==> src/rtl/nmi_arbiter2_if.sv <==
// Native memory interface bundle: request from master to slave, ready/rdata back.
interface nmi_if;
    logic        valid;
    logic [31:0] addr;
    logic [31:0] wdata;
    logic [3:0]  wstrb;
    logic        ready;
    logic [31:0] rdata;

    modport master (output valid, addr, wdata, wstrb, input ready, rdata);
    modport slave  (input valid, addr, wdata, wstrb, output ready, rdata);
endinterface

==> src/rtl/nmi_arbiter2.sv <==
// Two-master round-robin arbiter in front of one NMI slave, with a per-access
// bus timeout that completes the hung access with an error response.
module nmi_arbiter2 #(
    parameter int unsigned TIMEOUT_CYCLES = 1024,
    parameter logic [31:0] ERR_RDATA      = 32'hFFFF_FFFF
) (
    input  logic        clk_i,
    input  logic        rst_n_i,
    nmi_if.slave        m0,
    nmi_if.slave        m1,
    nmi_if.master       s,
    output logic        err_irq_o,
    output logic [31:0] err_addr_o,
    output logic        err_mst_o
);
    localparam bit          TIMEOUT_EN = (TIMEOUT_CYCLES > 0);
    localparam int unsigned CNT_W      = TIMEOUT_EN ? $clog2(TIMEOUT_CYCLES + 1) : 1;
    localparam logic [CNT_W-1:0] CNT_LAST = TIMEOUT_EN ? CNT_W'(TIMEOUT_CYCLES - 1) : '0;
    localparam logic [CNT_W-1:0] CNT_MAX  = '1;

    typedef enum logic [1:0] {
        IDLE = 2'd0,
        BUSY = 2'd1,
        TERR = 2'd2
    } state_e;

    state_e            state_q, state_d;
    logic              rr_q, rr_d;
    logic              gnt_q, gnt_d;
    logic [31:0]       addr_q, addr_d;
    logic [31:0]       wdata_q, wdata_d;
    logic [3:0]        wstrb_q, wstrb_d;
    logic [CNT_W-1:0]  cnt_q, cnt_d;
    logic [31:0]       err_addr_q, err_addr_d;
    logic              err_mst_q, err_mst_d;
    logic              pick;
    logic              rsp_ready;
    logic [31:0]       rsp_rdata;

    always_comb begin
        state_d    = state_q;
        rr_d       = rr_q;
        gnt_d      = gnt_q;
        addr_d     = addr_q;
        wdata_d    = wdata_q;
        wstrb_d    = wstrb_q;
        cnt_d      = cnt_q;
        err_addr_d = err_addr_q;
        err_mst_d  = err_mst_q;
        // Contention resolves by the pointer, a lone requester always wins.
        pick       = (m0.valid && m1.valid) ? rr_q : m1.valid;

        case (state_q)
            IDLE: begin
                if (m0.valid || m1.valid) begin
                    gnt_d   = pick;
                    addr_d  = pick ? m1.addr  : m0.addr;
                    wdata_d = pick ? m1.wdata : m0.wdata;
                    wstrb_d = pick ? m1.wstrb : m0.wstrb;
                    cnt_d   = '0;
                    state_d = BUSY;
                end
            end
            BUSY: begin
                if (s.ready) begin
                    rr_d    = ~gnt_q;
                    state_d = IDLE;
                end else if (TIMEOUT_EN && (cnt_q == CNT_LAST)) begin
                    // Error record is loaded on entry so it is valid alongside the irq pulse.
                    err_addr_d = addr_q;
                    err_mst_d  = gnt_q;
                    state_d    = TERR;
                end else if (cnt_q != CNT_MAX) begin
                    cnt_d = cnt_q + 1'b1;
                end
            end
            TERR: begin
                rr_d    = ~gnt_q;
                state_d = IDLE;
            end
            default: begin
                state_d = IDLE;
            end
        endcase
    end

    always_ff @(posedge clk_i or negedge rst_n_i) begin
        if (!rst_n_i) begin
            state_q    <= IDLE;
            rr_q       <= 1'b0;
            gnt_q      <= 1'b0;
            addr_q     <= '0;
            wdata_q    <= '0;
            wstrb_q    <= '0;
            cnt_q      <= '0;
            err_addr_q <= '0;
            err_mst_q  <= 1'b0;
        end else begin
            state_q    <= state_d;
            rr_q       <= rr_d;
            gnt_q      <= gnt_d;
            addr_q     <= addr_d;
            wdata_q    <= wdata_d;
            wstrb_q    <= wstrb_d;
            cnt_q      <= cnt_d;
            err_addr_q <= err_addr_d;
            err_mst_q  <= err_mst_d;
        end
    end

    // Response path is combinational so the slave's ready reaches the master in the same cycle.
    always_comb begin
        rsp_ready = 1'b0;
        rsp_rdata = '0;
        if (state_q == BUSY) begin
            rsp_ready = s.ready;
            rsp_rdata = s.rdata;
        end else if (state_q == TERR) begin
            rsp_ready = 1'b1;
            rsp_rdata = ERR_RDATA;
        end
    end

    assign s.valid  = (state_q == BUSY);
    assign s.addr   = addr_q;
    assign s.wdata  = wdata_q;
    assign s.wstrb  = wstrb_q;

    assign m0.ready = rsp_ready & ~gnt_q;
    assign m0.rdata = gnt_q ? '0 : rsp_rdata;
    assign m1.ready = rsp_ready & gnt_q;
    assign m1.rdata = gnt_q ? rsp_rdata : '0;

    assign err_irq_o  = (state_q == TERR);
    assign err_addr_o = err_addr_q;
    assign err_mst_o  = err_mst_q;
endmodule

==> src/flat_wrapper.sv <==
// flat-port wrapper written by rule: the top's interface ports become plain ports
module nmi_arbiter2_flat 
#(
    parameter int unsigned TIMEOUT_CYCLES = 1024,
    parameter logic [31:0] ERR_RDATA      = 32'hFFFF_FFFF
)
  (clk_i, rst_n_i, err_irq_o, err_addr_o, err_mst_o, m0_valid, m0_addr, m0_wdata, m0_wstrb, m0_ready, m0_rdata, m1_valid, m1_addr, m1_wdata, m1_wstrb, m1_ready, m1_rdata, s_valid, s_addr, s_wdata, s_wstrb, s_ready, s_rdata);
  nmi_if m0_i ();
  nmi_if m1_i ();
  nmi_if s_i ();
  input  logic clk_i;
  input  logic rst_n_i;
  output logic err_irq_o;
  output logic [31:0] err_addr_o;
  output logic err_mst_o;
  input wire logic [$bits(m0_i.valid)-1:0] m0_valid;
  input wire logic [$bits(m0_i.addr)-1:0] m0_addr;
  input wire logic [$bits(m0_i.wdata)-1:0] m0_wdata;
  input wire logic [$bits(m0_i.wstrb)-1:0] m0_wstrb;
  output wire logic [$bits(m0_i.ready)-1:0] m0_ready;
  output wire logic [$bits(m0_i.rdata)-1:0] m0_rdata;
  input wire logic [$bits(m1_i.valid)-1:0] m1_valid;
  input wire logic [$bits(m1_i.addr)-1:0] m1_addr;
  input wire logic [$bits(m1_i.wdata)-1:0] m1_wdata;
  input wire logic [$bits(m1_i.wstrb)-1:0] m1_wstrb;
  output wire logic [$bits(m1_i.ready)-1:0] m1_ready;
  output wire logic [$bits(m1_i.rdata)-1:0] m1_rdata;
  output wire logic [$bits(s_i.valid)-1:0] s_valid;
  output wire logic [$bits(s_i.addr)-1:0] s_addr;
  output wire logic [$bits(s_i.wdata)-1:0] s_wdata;
  output wire logic [$bits(s_i.wstrb)-1:0] s_wstrb;
  input wire logic [$bits(s_i.ready)-1:0] s_ready;
  input wire logic [$bits(s_i.rdata)-1:0] s_rdata;
  assign m0_i.valid = m0_valid;
  assign m0_i.addr = m0_addr;
  assign m0_i.wdata = m0_wdata;
  assign m0_i.wstrb = m0_wstrb;
  assign m0_ready = m0_i.ready;
  assign m0_rdata = m0_i.rdata;
  assign m1_i.valid = m1_valid;
  assign m1_i.addr = m1_addr;
  assign m1_i.wdata = m1_wdata;
  assign m1_i.wstrb = m1_wstrb;
  assign m1_ready = m1_i.ready;
  assign m1_rdata = m1_i.rdata;
  assign s_valid = s_i.valid;
  assign s_addr = s_i.addr;
  assign s_wdata = s_i.wdata;
  assign s_wstrb = s_i.wstrb;
  assign s_i.ready = s_ready;
  assign s_i.rdata = s_rdata;
  nmi_arbiter2 #(.TIMEOUT_CYCLES(TIMEOUT_CYCLES), .ERR_RDATA(ERR_RDATA)) u_core (.clk_i(clk_i), .rst_n_i(rst_n_i), .m0(m0_i), .m1(m1_i), .s(s_i), .err_irq_o(err_irq_o), .err_addr_o(err_addr_o), .err_mst_o(err_mst_o));
endmodule
==> config.mk <==
export PLATFORM = sky130hd
export DESIGN_NAME = nmi_arbiter2_flat
export DESIGN_NICKNAME = d
export VERILOG_FILES = /design/src/rtl/nmi_arbiter2_if.sv /design/src/rtl/nmi_arbiter2.sv /design/src/flat_wrapper.sv
export SDC_FILE = /design/constraint.sdc
export NUM_CORES = 1
export LEC_CHECK = 0
export ABC_AREA = 1
export CAP_MARGIN = 5
export CORE_AREA = 5 5 131 133
export DETAILED_ROUTE_END_ITERATION = 16
export DIE_AREA = 0 0 136 138
export PLACE_DENSITY = 0.89
export SLEW_MARGIN = 20
export SYNTH_ARGS = -nofsm -noshare
export SYNTH_HDL_FRONTEND = slang
export SYNTH_SLANG_ARGS = --single-unit
==> constraint.sdc <==
create_clock -name clk_i -period 2.6 [get_ports clk_i]
set_clock_uncertainty 0.1 [all_clocks]
set_input_delay 0.52 -clock clk_i [delete_from_list [all_inputs] [get_ports clk_i]]
set_output_delay 0.52 -clock clk_i [all_outputs]
set_load 0.1 [all_outputs]
==> results by group, run 1 <==
STA
  – Unrepaired setup endpoints after global routing: true
  – Min Tclk post-route: 2.68 ns
  – Actual slew at the worst max-slew pin: 0.760 ns
  – Hold Vio Cnt, Final: 0
  – Fin crit share: 103%
  – Highest Clock Rate: 374 MHz
  – Setup TNS: -0.390 ns
  – Final count of pins violating max slew: 0
  – Hold WS: 0.00343 ns
  – Slew HR: 49.4%
  – Final worst slack: -0.0767 ns
  – Final setup viols: 13

Synth
  – Unique masters post-synth: 26
  – Post-synth top area cell: dfrtp_1
  – Synthesis warning total: 0
  – Net count after synthesis: 889
  – Top-area cell type share of the netlist area: 51.2%
  – Post-synth EDFFs: 0
  – Post-synth ARST share: 100%
  – Synth top area cells: dfrtp_1, o21ai_0, nor2_1
  – Mean area per synthesized cell: 7.92 um^2
  – Synthesis-stage register bit count: ~120
  – Most frequent cell after synthesis: nor2_1
  – Synth cell count leaders: nor2_1, o21ai_0, dfrtp_1, nand2_1, inv_1
  – Cell Area, Synth: 0.00566 mm^2
  – Sequential element share of the synthesized area: 51.2%
  – Syn Inst Count: 715
  – Synth Flop Type: dfrtp_1

Pwr
  – Pwr/cell area: 1420 mW/mm^2
  – Switching Fraction: 57.5%
  – Combinational fraction of design power: approximately 67%
  – Register share of total power: between 15 and 20%
  – Net Sw Power: 8890 uW
  – Int Pwr: 6570 uW
  – Total Power: around 15000 uW
  – Clock Power Share: 15.7%
  – Static Leak: between 0.004 and 0.005 uW
  – Worst vdd ir: 1.49 mV

Outcome
  – Run status: finished with violations
  – Failing checks: setup timing

Job
  – MaxCap Viol Count: 0

Drt
  – Via count: 6470
  – DR WL/cell: 18.6 um
  – Drt first-iter violations: between 300 and 400
  – Vias per cell: 5.05
  – Drt total wl: 23800 um
  – Post-DRT Antenna Nets: 0
  – # DRC: 0
  – 1st-pass router iterations: 4

Min path
  – Min-Delay Path Class: primary input to async pin

Global route
  – GRT Residual Overflow: 0
  – Vias in the first global route: 6390
  – Total GRT Usage: between 20% and 30%
  – First-pass GRT wire length: 35000 um
  – Largest net degree at the start of global routing: 87
  – Initial antenna violation count: 0

Floorplan
  – Core area: about 0.016 mm^2
  – Initial Util: 36.0%
  – Chip Height: 138 um
  – Die area: between 0.015 and 0.02 mm^2
  – Ports: 342
  – # rows: 46
  – Die extent in x: 136 um

Worst setup path
  – Crit path launch type: flip-flop
  – Worst setup EP type: output port
  – Setup CP Type: flip-flop to output port
  – Critical path peak fanout: 8
  – CP Data Required Time: 1.98 ns
  – CP arrival: 2.06 ns

Clock network
  – Clk root buf: clkbuf_16
  – CTS tree: done
  – H-tree Lvls: 4
  – # clock sinks: 116
  – Clock latency on the worst-skew pair: 0.41 ns
  – Total CTS buffers: 17
  – Clock Path Buffers: 2
  – Worst-path clk slew: 0.06 ns

Place
  – PortBufs: ~340
  – Routability Congestion: between 0.8 and 0.9
  – Hpwl dp: 17100 um

Layout
  – Fin nets: 1227
  – Synthesis-to-finish area growth: 92.7%
  – Fraction of layout cells with a size suffix above 1: 32.8%
  – Final Util: a little over two thirds
  – Antenna diodes: 0
==> cell families (layout without fill, tap and decap cells) <==
| kind of cell | count (synthesis) | count (layout) | synth area share (%) |
|---|---|---|---|
| flops | 116 | 116 | 51.2 |
| simple gates | 282 | 282 | 20.3 |
| fa+ha+maj | 1 | 1 | 0.221 |
| compound gates | 213 | 213 | 20.4 |
| buf+inv | 103 | 454 | 7.80 |
==> stage by stage <==
step	instance area [um^2]	worst slack [ns]	instances
floorplan	5910	-0.804	715
global placement	9990	0.336	1239
detailed placement	9990	0.180	1239
CTS	10700	-0.0289	1276
global route	10900	-0.152	1282
finish	10900	-0.0767	1282
==> state kept, by name (all words and copies together) (netlist names) <==
signal,cells
u_core.err_mst_o,1
u_core.s.addr,32
u_core.state_q,2
u_core.rr_q,1
u_core.s.wdata,32
u_core.err_addr_o,32
u_core.gnt_q,1
u_core.s.wstrb,4
u_core.cnt_q,11
==> power groups by stage <==
stage / Combinational [uW] / Sequential (uW) / Clock, uW
after CTS: 10300 / 2600 / 2460
after global routing: 10700 / 2660 / 2550
after floorplan: 3750 / 5840 / 0
after detailed placement: 10100 / 2610 / 0
final: 10400 / 2600 / 2430
after global placement: 10000 / 2590 / 0
==> area by class of cell <==
class | count | area [um^2]
Multi-Input combinational cell | 496 | 2720
Clock buffer | 20 | 467
Inverter | 52 | 195
Timing Repair Buffer | 370 | 4200
Fill cell | 1072 | 4800
Sequential cell | 116 | 2910
Tap cell | 216 | 270
Clock inverter | 12 | 153
==> metal layers <==
metal  global-route usage, %  share of wire, %
met5                       0                 0
met4                    7.90               3.2
met3                    7.08               7.5
met2                    42.5                52
met1                    26.9                37
==> worst max-delay path: stages (launching register included) <==
cell,delay (ns)
dfrtp_1,0.40
buf_6,0.14
nor2_4,0.14
nor2_4,0.05
inv_2,0.09
buf_6,0.13
buf_16,0.13
o21ai_1,0.14
nor2_2,0.21
buf_12,0.20
==> path summary, 6_finish.rpt <==
| path | start | end | slack, ns | cells after the start |
|---|---|---|---|---|
| max | u_core.state_q[0]$_DFFE_PN0P_ | m0_rdata[22] | -0.08 | 9 |
| min in group clk_i | u_core.err_addr_o[19]$_DFFE_PN0P_ | u_core.err_addr_o[19]$_DFFE_PN0P_ | 0.39 | 2 |
| min | rst_n_i | u_core.s.wstrb[0]$_DFFE_PN0P_ | 0.003 | 1 |
| max reg2reg | u_core.state_q[0]$_DFFE_PN0P_ | u_core.cnt_q[0]$_DFFE_PN0P_ | 0.59 | 11 |
| min reg2reg | u_core.err_addr_o[19]$_DFFE_PN0P_ | u_core.err_addr_o[19]$_DFFE_PN0P_ | 0.39 | 2 |
| max in group asynchronous | rst_n_i | u_core.err_addr_o[10]$_DFFE_PN0P_ | 1.69 | 2 |
==> repair_timing <==
action	4_1_cts	5_1_grt
pin swaps	6	34
resized for setup	20	59
endpoints found under the setup margin	53	65
gates cloned	2	1
hold buffers	0	0
setup buffers	3	6
==> layout by cell type, fill, tap and decap left out, types with 3 or more instances in the layout <==
cell             netlist  routed
clkinv_2               0       3
dfrtp_1              116     114
clkinvlp_4             0       4
nand2_2               11      12
buf_4                  1     120
nand3_1               14      14
buf_12                 0      74
clkbuf_16              0      18
o21ai_1               23      36
o21ai_0              144     113
nor2_1               146      84
nor2_2                 2      31
nor2_4                 1      34
nand2_1              100      99
inv_2                  1       7
clkdlybuf4s50_1        0     171
bufinv_16              0       3
o22ai_1               32      32
inv_1                 50      45
clkbuf_8               0       3
o21ai_2               13      30
(Power assumes the default switching activity.)
==> run 2: changes to the inputs <==
--- a/config.mk
+++ b/config.mk
@@ -7,10 +7,12 @@
 export LEC_CHECK = 0
 export ABC_AREA = 1
 export CAP_MARGIN = 5
-export CORE_AREA = 5 5 131 133
+export CELL_PAD_IN_SITES_DETAIL_PLACEMENT = 0
+export CELL_PAD_IN_SITES_GLOBAL_PLACEMENT = 1
+export CORE_MARGIN = 2
+export CORE_UTILIZATION = 28
 export DETAILED_ROUTE_END_ITERATION = 16
-export DIE_AREA = 0 0 136 138
-export PLACE_DENSITY = 0.89
+export PLACE_DENSITY = 0.95
 export SLEW_MARGIN = 20
 export SYNTH_ARGS = -nofsm -noshare
 export SYNTH_HDL_FRONTEND = slang
==> run 2 against run 1 <==
The run now ends clean; total power fell by 1.0%; sequential power barely moved; critical path type unchanged; critical path depth did not move; utilization fell by 15 points; wire length fell by 8.3%; clock-buffer cell count fell by 2.
==> results by group, run 2 (same netlist as run 1, synthesis figures left out) <==
Worst setup path
  – Critical path peak fanout: 16
  – CP Data Required Time: 1.98 ns
  – CP arrival: between 1.5 and 2 ns
  – Worst setup EP type: output port
  – Setup CP Type: flip-flop to output port
  – RR Startpoint: u_core.cnt_q[0]$_DFFE_PN0P_
  – CP startpoint: u_core.state_q[0]$_DFFE_PN0P_
  – Crit path launch type: flip-flop

Drt
  – Vias per cell: 4.69
  – DR WL/cell: roughly 16 um
  – Drt first-iter violations: roughly 340
  – Via count: 6247
  – # DRC: 0
  – 1st-pass router iterations: 5
  – Drt total wl: 21800 um
  – Post-DRT Antenna Nets: 0

STA
  – Min Tclk post-route: 2.53 ns
  – Final worst slack: 0.0662 ns
  – Setup TNS: 0 ns
  – Final setup viols: 0
  – Fin crit share: 97.5%
  – Highest Clock Rate: 395 MHz
  – Slew HR: 52.4%
  – Final count of pins violating max slew: 0
  – Hold Vio Cnt, Final: 0
  – Actual slew at the worst max-slew pin: 0.713 ns
  – Hold WS: 0.385 ns

Floorplan
  – Die area: around 0.021 mm^2
  – Core area: 0.0200 mm^2
  – Chip Height: 146 um
  – # rows: 52
  – Initial Util: approximately 28%
  – Ports: 342
  – Die extent in x: about 150 um

Global route
  – Met1 Use GR: 24.2%
  – Largest net degree at the start of global routing: 74
  – Initial antenna violation count: 2
  – GR Util met2: approximately 33%
  – Total GRT Usage: 20.0%
  – GRT Residual Overflow: 0
  – Busiest grt layer: met2
  – GR Layer Usage met3: 5.94%
  – First-pass GRT wire length: between 30000 and 40000 um
  – Vias in the first global route: 6186

Pwr
  – Net Sw Power: around 8800 uW
  – Int Pwr: 6540 uW
  – Register share of total power: 17.0%
  – Switching Fraction: 57.3%
  – Combinational fraction of design power: about two thirds
  – Pwr/cell area: 1410 mW/mm^2
  – Worst vdd ir: 1.04 mV
  – Static Leak: around 0.0047 uW
  – Clock Power Share: around 17%

Layout
  – Synthesis-to-finish area growth: 91.6%
  – Antenna diodes: 0
  – Final std cells w/o fill: 1333
  – Most frequent cells in the layout: clkdlybuf4s50_1, o21ai_0, buf_4
  – Fraction of layout cells with a size suffix above 1: 29.2%
  – Commonest non-fill, non-tap cell in the layout: clkdlybuf4s50_1
  – Fin nets: 1224
  – Final Util: 54.1%

Min path
  – HP Start: u_core.err_addr_o[21]$_DFFE_PN0P_
  – Min-Delay Path Class: flip-flop to flip-flop

Job
  – MaxCap Viol Count: 0

Clock network
  – Clock latency on the worst-skew pair: 0.41 ns
  – Worst-path clk slew: 0.06 ns
  – # clock sinks: 116
  – Total CTS buffers: 17
  – H-tree Lvls: 4
  – Clock Path Buffers: 2
  – Clk root buf: clkbuf_16
  – CTS tree: done

Place
  – PortBufs: 341
  – Hpwl dp: 15800 um
  – Routability Congestion: about 0.84
  – Placed instance count: 1294
  – Place WS: 0.214 ns

Outcome
  – Run status: finished clean
run 2: cell type report:
cell class | count | area, um^2
clock buffer | 18 | 439
clock inverter | 14 | 203
fill | 1838 | 9190
inverter | 52 | 195
multi-input combinational | 496 | 2630
sequential | 116 | 2910
tap | 270 | 338
timing repair buffer | 367 | 4140
run 2: layer usage:
metal / vias to the layer above / routed length [um]
met5: - / 27
met4: 4 / 742
met3: 56 / 1340
met2: 248 / 10800
met1: 2917 / 8880
li1: 3022 / -
run 2: power by group through the flow:
stage	logic [uW]	clock network (uW)	registers [uW]
after floorplan	3750	0	5840
final	10200	2530	2600
after detailed placement	10100	0	2610
after CTS	10100	2590	2600
after global routing	10500	2660	2660
after global placement	10000	0	2600
run 2: path summary, 6_finish.rpt:
kind                                                endpoint  slack [ns]  cells after the start
max                                             m0_rdata[14]        0.07                      9
min                        u_core.err_addr_o[21]$_DFFE_PN0P_        0.39                      2
max reg2reg                     u_core.cnt_q[10]$_DFFE_PN0P_        0.59                      8
min reg2reg                u_core.err_addr_o[21]$_DFFE_PN0P_        0.39                      2
max in group asynchronous      u_core.state_q[0]$_DFFE_PN0P_        1.24                      3
min in group asynchronous       u_core.s.addr[2]$_DFFE_PN0P_        0.51                      2
run 2: stage by stage:
stage	total power, uW	cell area (um^2)
global placement	12600	10100
floorplan	9590	5910
global route	15800	10900
finish	15300	10900
CTS	15300	10700
detailed placement	12700	10100
run 2: what timing repair did:
action	CTS	global route
setup endpoints to repair	66	57
setup buffers	0	5
resized for setup	11	28
hold buffers	1	0
hold endpoints to repair	27	0
pin swaps	5	10
cloned	0	1
run 2: worst max-delay path, stage by stage (launching register included):
cell and delay (ns):
dfrtp_2 0.41, buf_4 0.14, nor2_4 0.09, nor2_2 0.05, inv_2 0.09, clkbuf_16 0.18
buf_4 0.12, o21ai_2 0.08, nor2_4 0.13, buf_12 0.19
==> run 3: changes to the inputs <==
--- a/config.mk
+++ b/config.mk
@@ -9,10 +9,11 @@
 export CAP_MARGIN = 5
 export CELL_PAD_IN_SITES_DETAIL_PLACEMENT = 0
 export CELL_PAD_IN_SITES_GLOBAL_PLACEMENT = 1
-export CORE_MARGIN = 2
+export CORE_MARGIN = 1.5
 export CORE_UTILIZATION = 28
 export DETAILED_ROUTE_END_ITERATION = 16
 export PLACE_DENSITY = 0.95
+export SKIP_LAST_GASP = 1
 export SLEW_MARGIN = 20
 export SYNTH_ARGS = -nofsm -noshare
 export SYNTH_HDL_FRONTEND = slang
==> run 3 against run 2 <==
Utilization is 0.78 points higher; sequential cell count stayed put; die area fell by 1.4%; sequential share of layout area up 0.14 points; total power down 1.0%; via count shrank 1.7%; critical endpoint is now m0_rdata[24].
==> results by group, run 3 (same netlist as run 1, synthesis figures left out) <==
Drt
  – Via count: between 6000 and 7000
  – Vias per cell: 4.63
  – 1st-pass router iterations: 5
  – Post-DRT Antenna Nets: 0
  – DR WL/cell: 16.2 um
  – Drt first-iter violations: 336
  – Drt total wl: 21500 um
  – # DRC: 0

Worst setup path
  – Slowest CP cell: dfrtp_2
  – Critical path peak fanout: 8
  – Cell Chain, Critical Path: inv_1 -> nor2_4 -> nor2_2 -> inv_2 -> clkbuf_16 -> o21ai_1 -> nor2_1 -> buf_12
  – Family with the most delay on the worst path: buffers and inverters
  – CP Data Required Time: between 1.5 and 2 ns
  – Setup CP Type: flip-flop to output port
  – RR Startpoint: u_core.cnt_q[0]$_DFFE_PN0P_
  – CP arrival: 1.95 ns
  – CP startpoint: u_core.state_q[0]$_DFFE_PN0P_
  – Crit path largest cell delay: approximately 0.44 ns
  – Crit path launch type: flip-flop
  – CP bufs+invs: 4
  – Worst setup EP type: output port

Pwr
  – Static Leak: 0.00473 uW
  – Worst vdd ir: 0.928 mV
  – Pwr/cell area: 1400 mW/mm^2

Place
  – Hpwl dp: ~15000 um
  – Routability Congestion: 0.911
  – PortBufs: 341
  – Placed inst area: slightly above 0.01 mm^2
  – Placed instance count: 1291

Global route
  – Total GRT Usage: 20.2%
  – Initial antenna violation count: 0
  – Vias in the first global route: 6030
  – Largest net degree at the start of global routing: 69
  – First-pass GRT wire length: ~34000 um
  – GRT Residual Overflow: 0

Layout
  – Layout fillers: 1790
  – Most frequent cells in the layout: clkdlybuf4s50_1, o21ai_0, buf_4
  – Fin nets: 1224
  – Synthesis-to-finish area growth: 90.6%
  – Multi-input logic area: roughly 0.0026 mm^2
  – Commonest non-fill, non-tap cell in the layout: clkdlybuf4s50_1
  – Fraction of layout cells with a size suffix above 1: 28.8%
  – Design area: approximately 0.011 mm^2
  – Final std cells w/o fill: ~1300
  – Storage element area: ~0.0029 mm^2
  – Antenna diodes: 0

STA
  – Min Tclk post-route: 2.57 ns
  – Final count of pins violating max slew: 0
  – Slew HR: roughly 58%
  – Highest Clock Rate: 389 MHz
  – Hold Vio Cnt, Final: 0
  – Unrepaired setup endpoints after global routing: true
  – Fin crit share: 98.8%
  – Actual slew at the worst max-slew pin: around 0.63 ns
  – Final setup viols: 0

Clock network
  – Clock latency on the worst-skew pair: 0.41 ns
  – H-tree Lvls: 4
  – Total CTS buffers: 17
  – # clock sinks: about 120
  – CTS tree: done
  – Clock Path Buffers: 2
  – Clk root buf: clkbuf_16
  – Worst-path clk slew: roughly 0.050 ns

Floorplan
  – # rows: 51
  – Ports: 342
  – Initial Util: 28.8%
  – Chip Height: 145 um
  – Die area: 0.0211 mm^2
  – Core area: 0.0197 mm^2
  – Die extent in x: 145 um

Min path
  – Min-Delay Path Class: flip-flop to flip-flop
  – HP Start: u_core.err_addr_o[12]$_DFFE_PN0P_

Outcome
  – Run status: finished clean

Job
  – MaxCap Viol Count: 0
## run 3: changes by cell type in the layout (fill, tap and decap cells not counted), sizes merged
| cell | change |
|---|---|
| inv | -1 |
| bufinv | -1 |
| clkinv | -1 |
| clkbuf | +3 |
## run 3: final cells by class
| cell class | instances | share of cell area (%) |
|---|---|---|
| inverters | 52 | 1.81 |
| well taps | 265 | 3.07 |
| flip-flops and latches | 116 | 26.9 |
| multi-input cells | 496 | 24.0 |
| clock buffers | 21 | 4.36 |
| clock inverters | 11 | 1.38 |
| repair buffers | 367 | 38.4 |
## run 3: worst min-delay path: cells and delay by family (launching register included)
family,cells,cell delay [ns]
flops,1,0.35
simple gates,1,0.06
compound gates,1,0.04
## run 3: routing by layer
layer | global-route usage [%] | up-vias | wire length [um]
met5 | 0 | - | 0
met4 | 7.24 | 0 | 521
met3 | 5.28 | 34 | 1270
met2 | 33.5 | 225 | 10700
met1 | 25.2 | 2856 | 8960
li1 | - | 3027 | -
## run 3: worst paths after layout
check / end / slack (ns) / cells past startpoint
max: m0_rdata[24] / 0.03 / 8
min: u_core.err_addr_o[12]$_DFFE_PN0P_ / 0.38 / 2
max reg2reg: u_core.err_addr_o[2]$_DFFE_PN0P_ / 0.57 / 9
min reg2reg: u_core.err_addr_o[12]$_DFFE_PN0P_ / 0.38 / 2
max in group asynchronous: u_core.s.addr[29]$_DFFE_PN0P_ / 1.20 / 3
min in group asynchronous: u_core.s.wdata[28]$_DFFE_PN0P_ / 0.53 / 2
## run 3: repair_timing
action / CTS / global route
resized for setup: 5 / 17
gates cloned: 0 / 2
pin swaps: 1 / 3
hold endpoints to repair: 34 / 0
endpoints found under the setup margin: 52 / 52
hold buffers: 1 / 0
buffers inserted: 1 / 1
## run 3: power breakdown
part	switching [uW]	internal, uW	total [uW]
clock	852	1590	2440
sequential	289	2290	2580
combinational	7540	2590	10100
## run 3: stage by stage
step                      setup WS [ns]  util (%)  hold WS [ns]  power, uW  setup TNS [ns]
after global routing            -0.0518      54.9         0.406      15700          -0.554
after global placement            0.319      51.3         0.366      12600               0
after floorplan                  -0.804         -         0.124       9590          -33.79
final                            0.0318      54.9         0.383      15200               0
after detailed placement          0.297      51.3         0.372      12700               0
after CTS                       -0.0131      54.6         0.386      15200         -0.0326
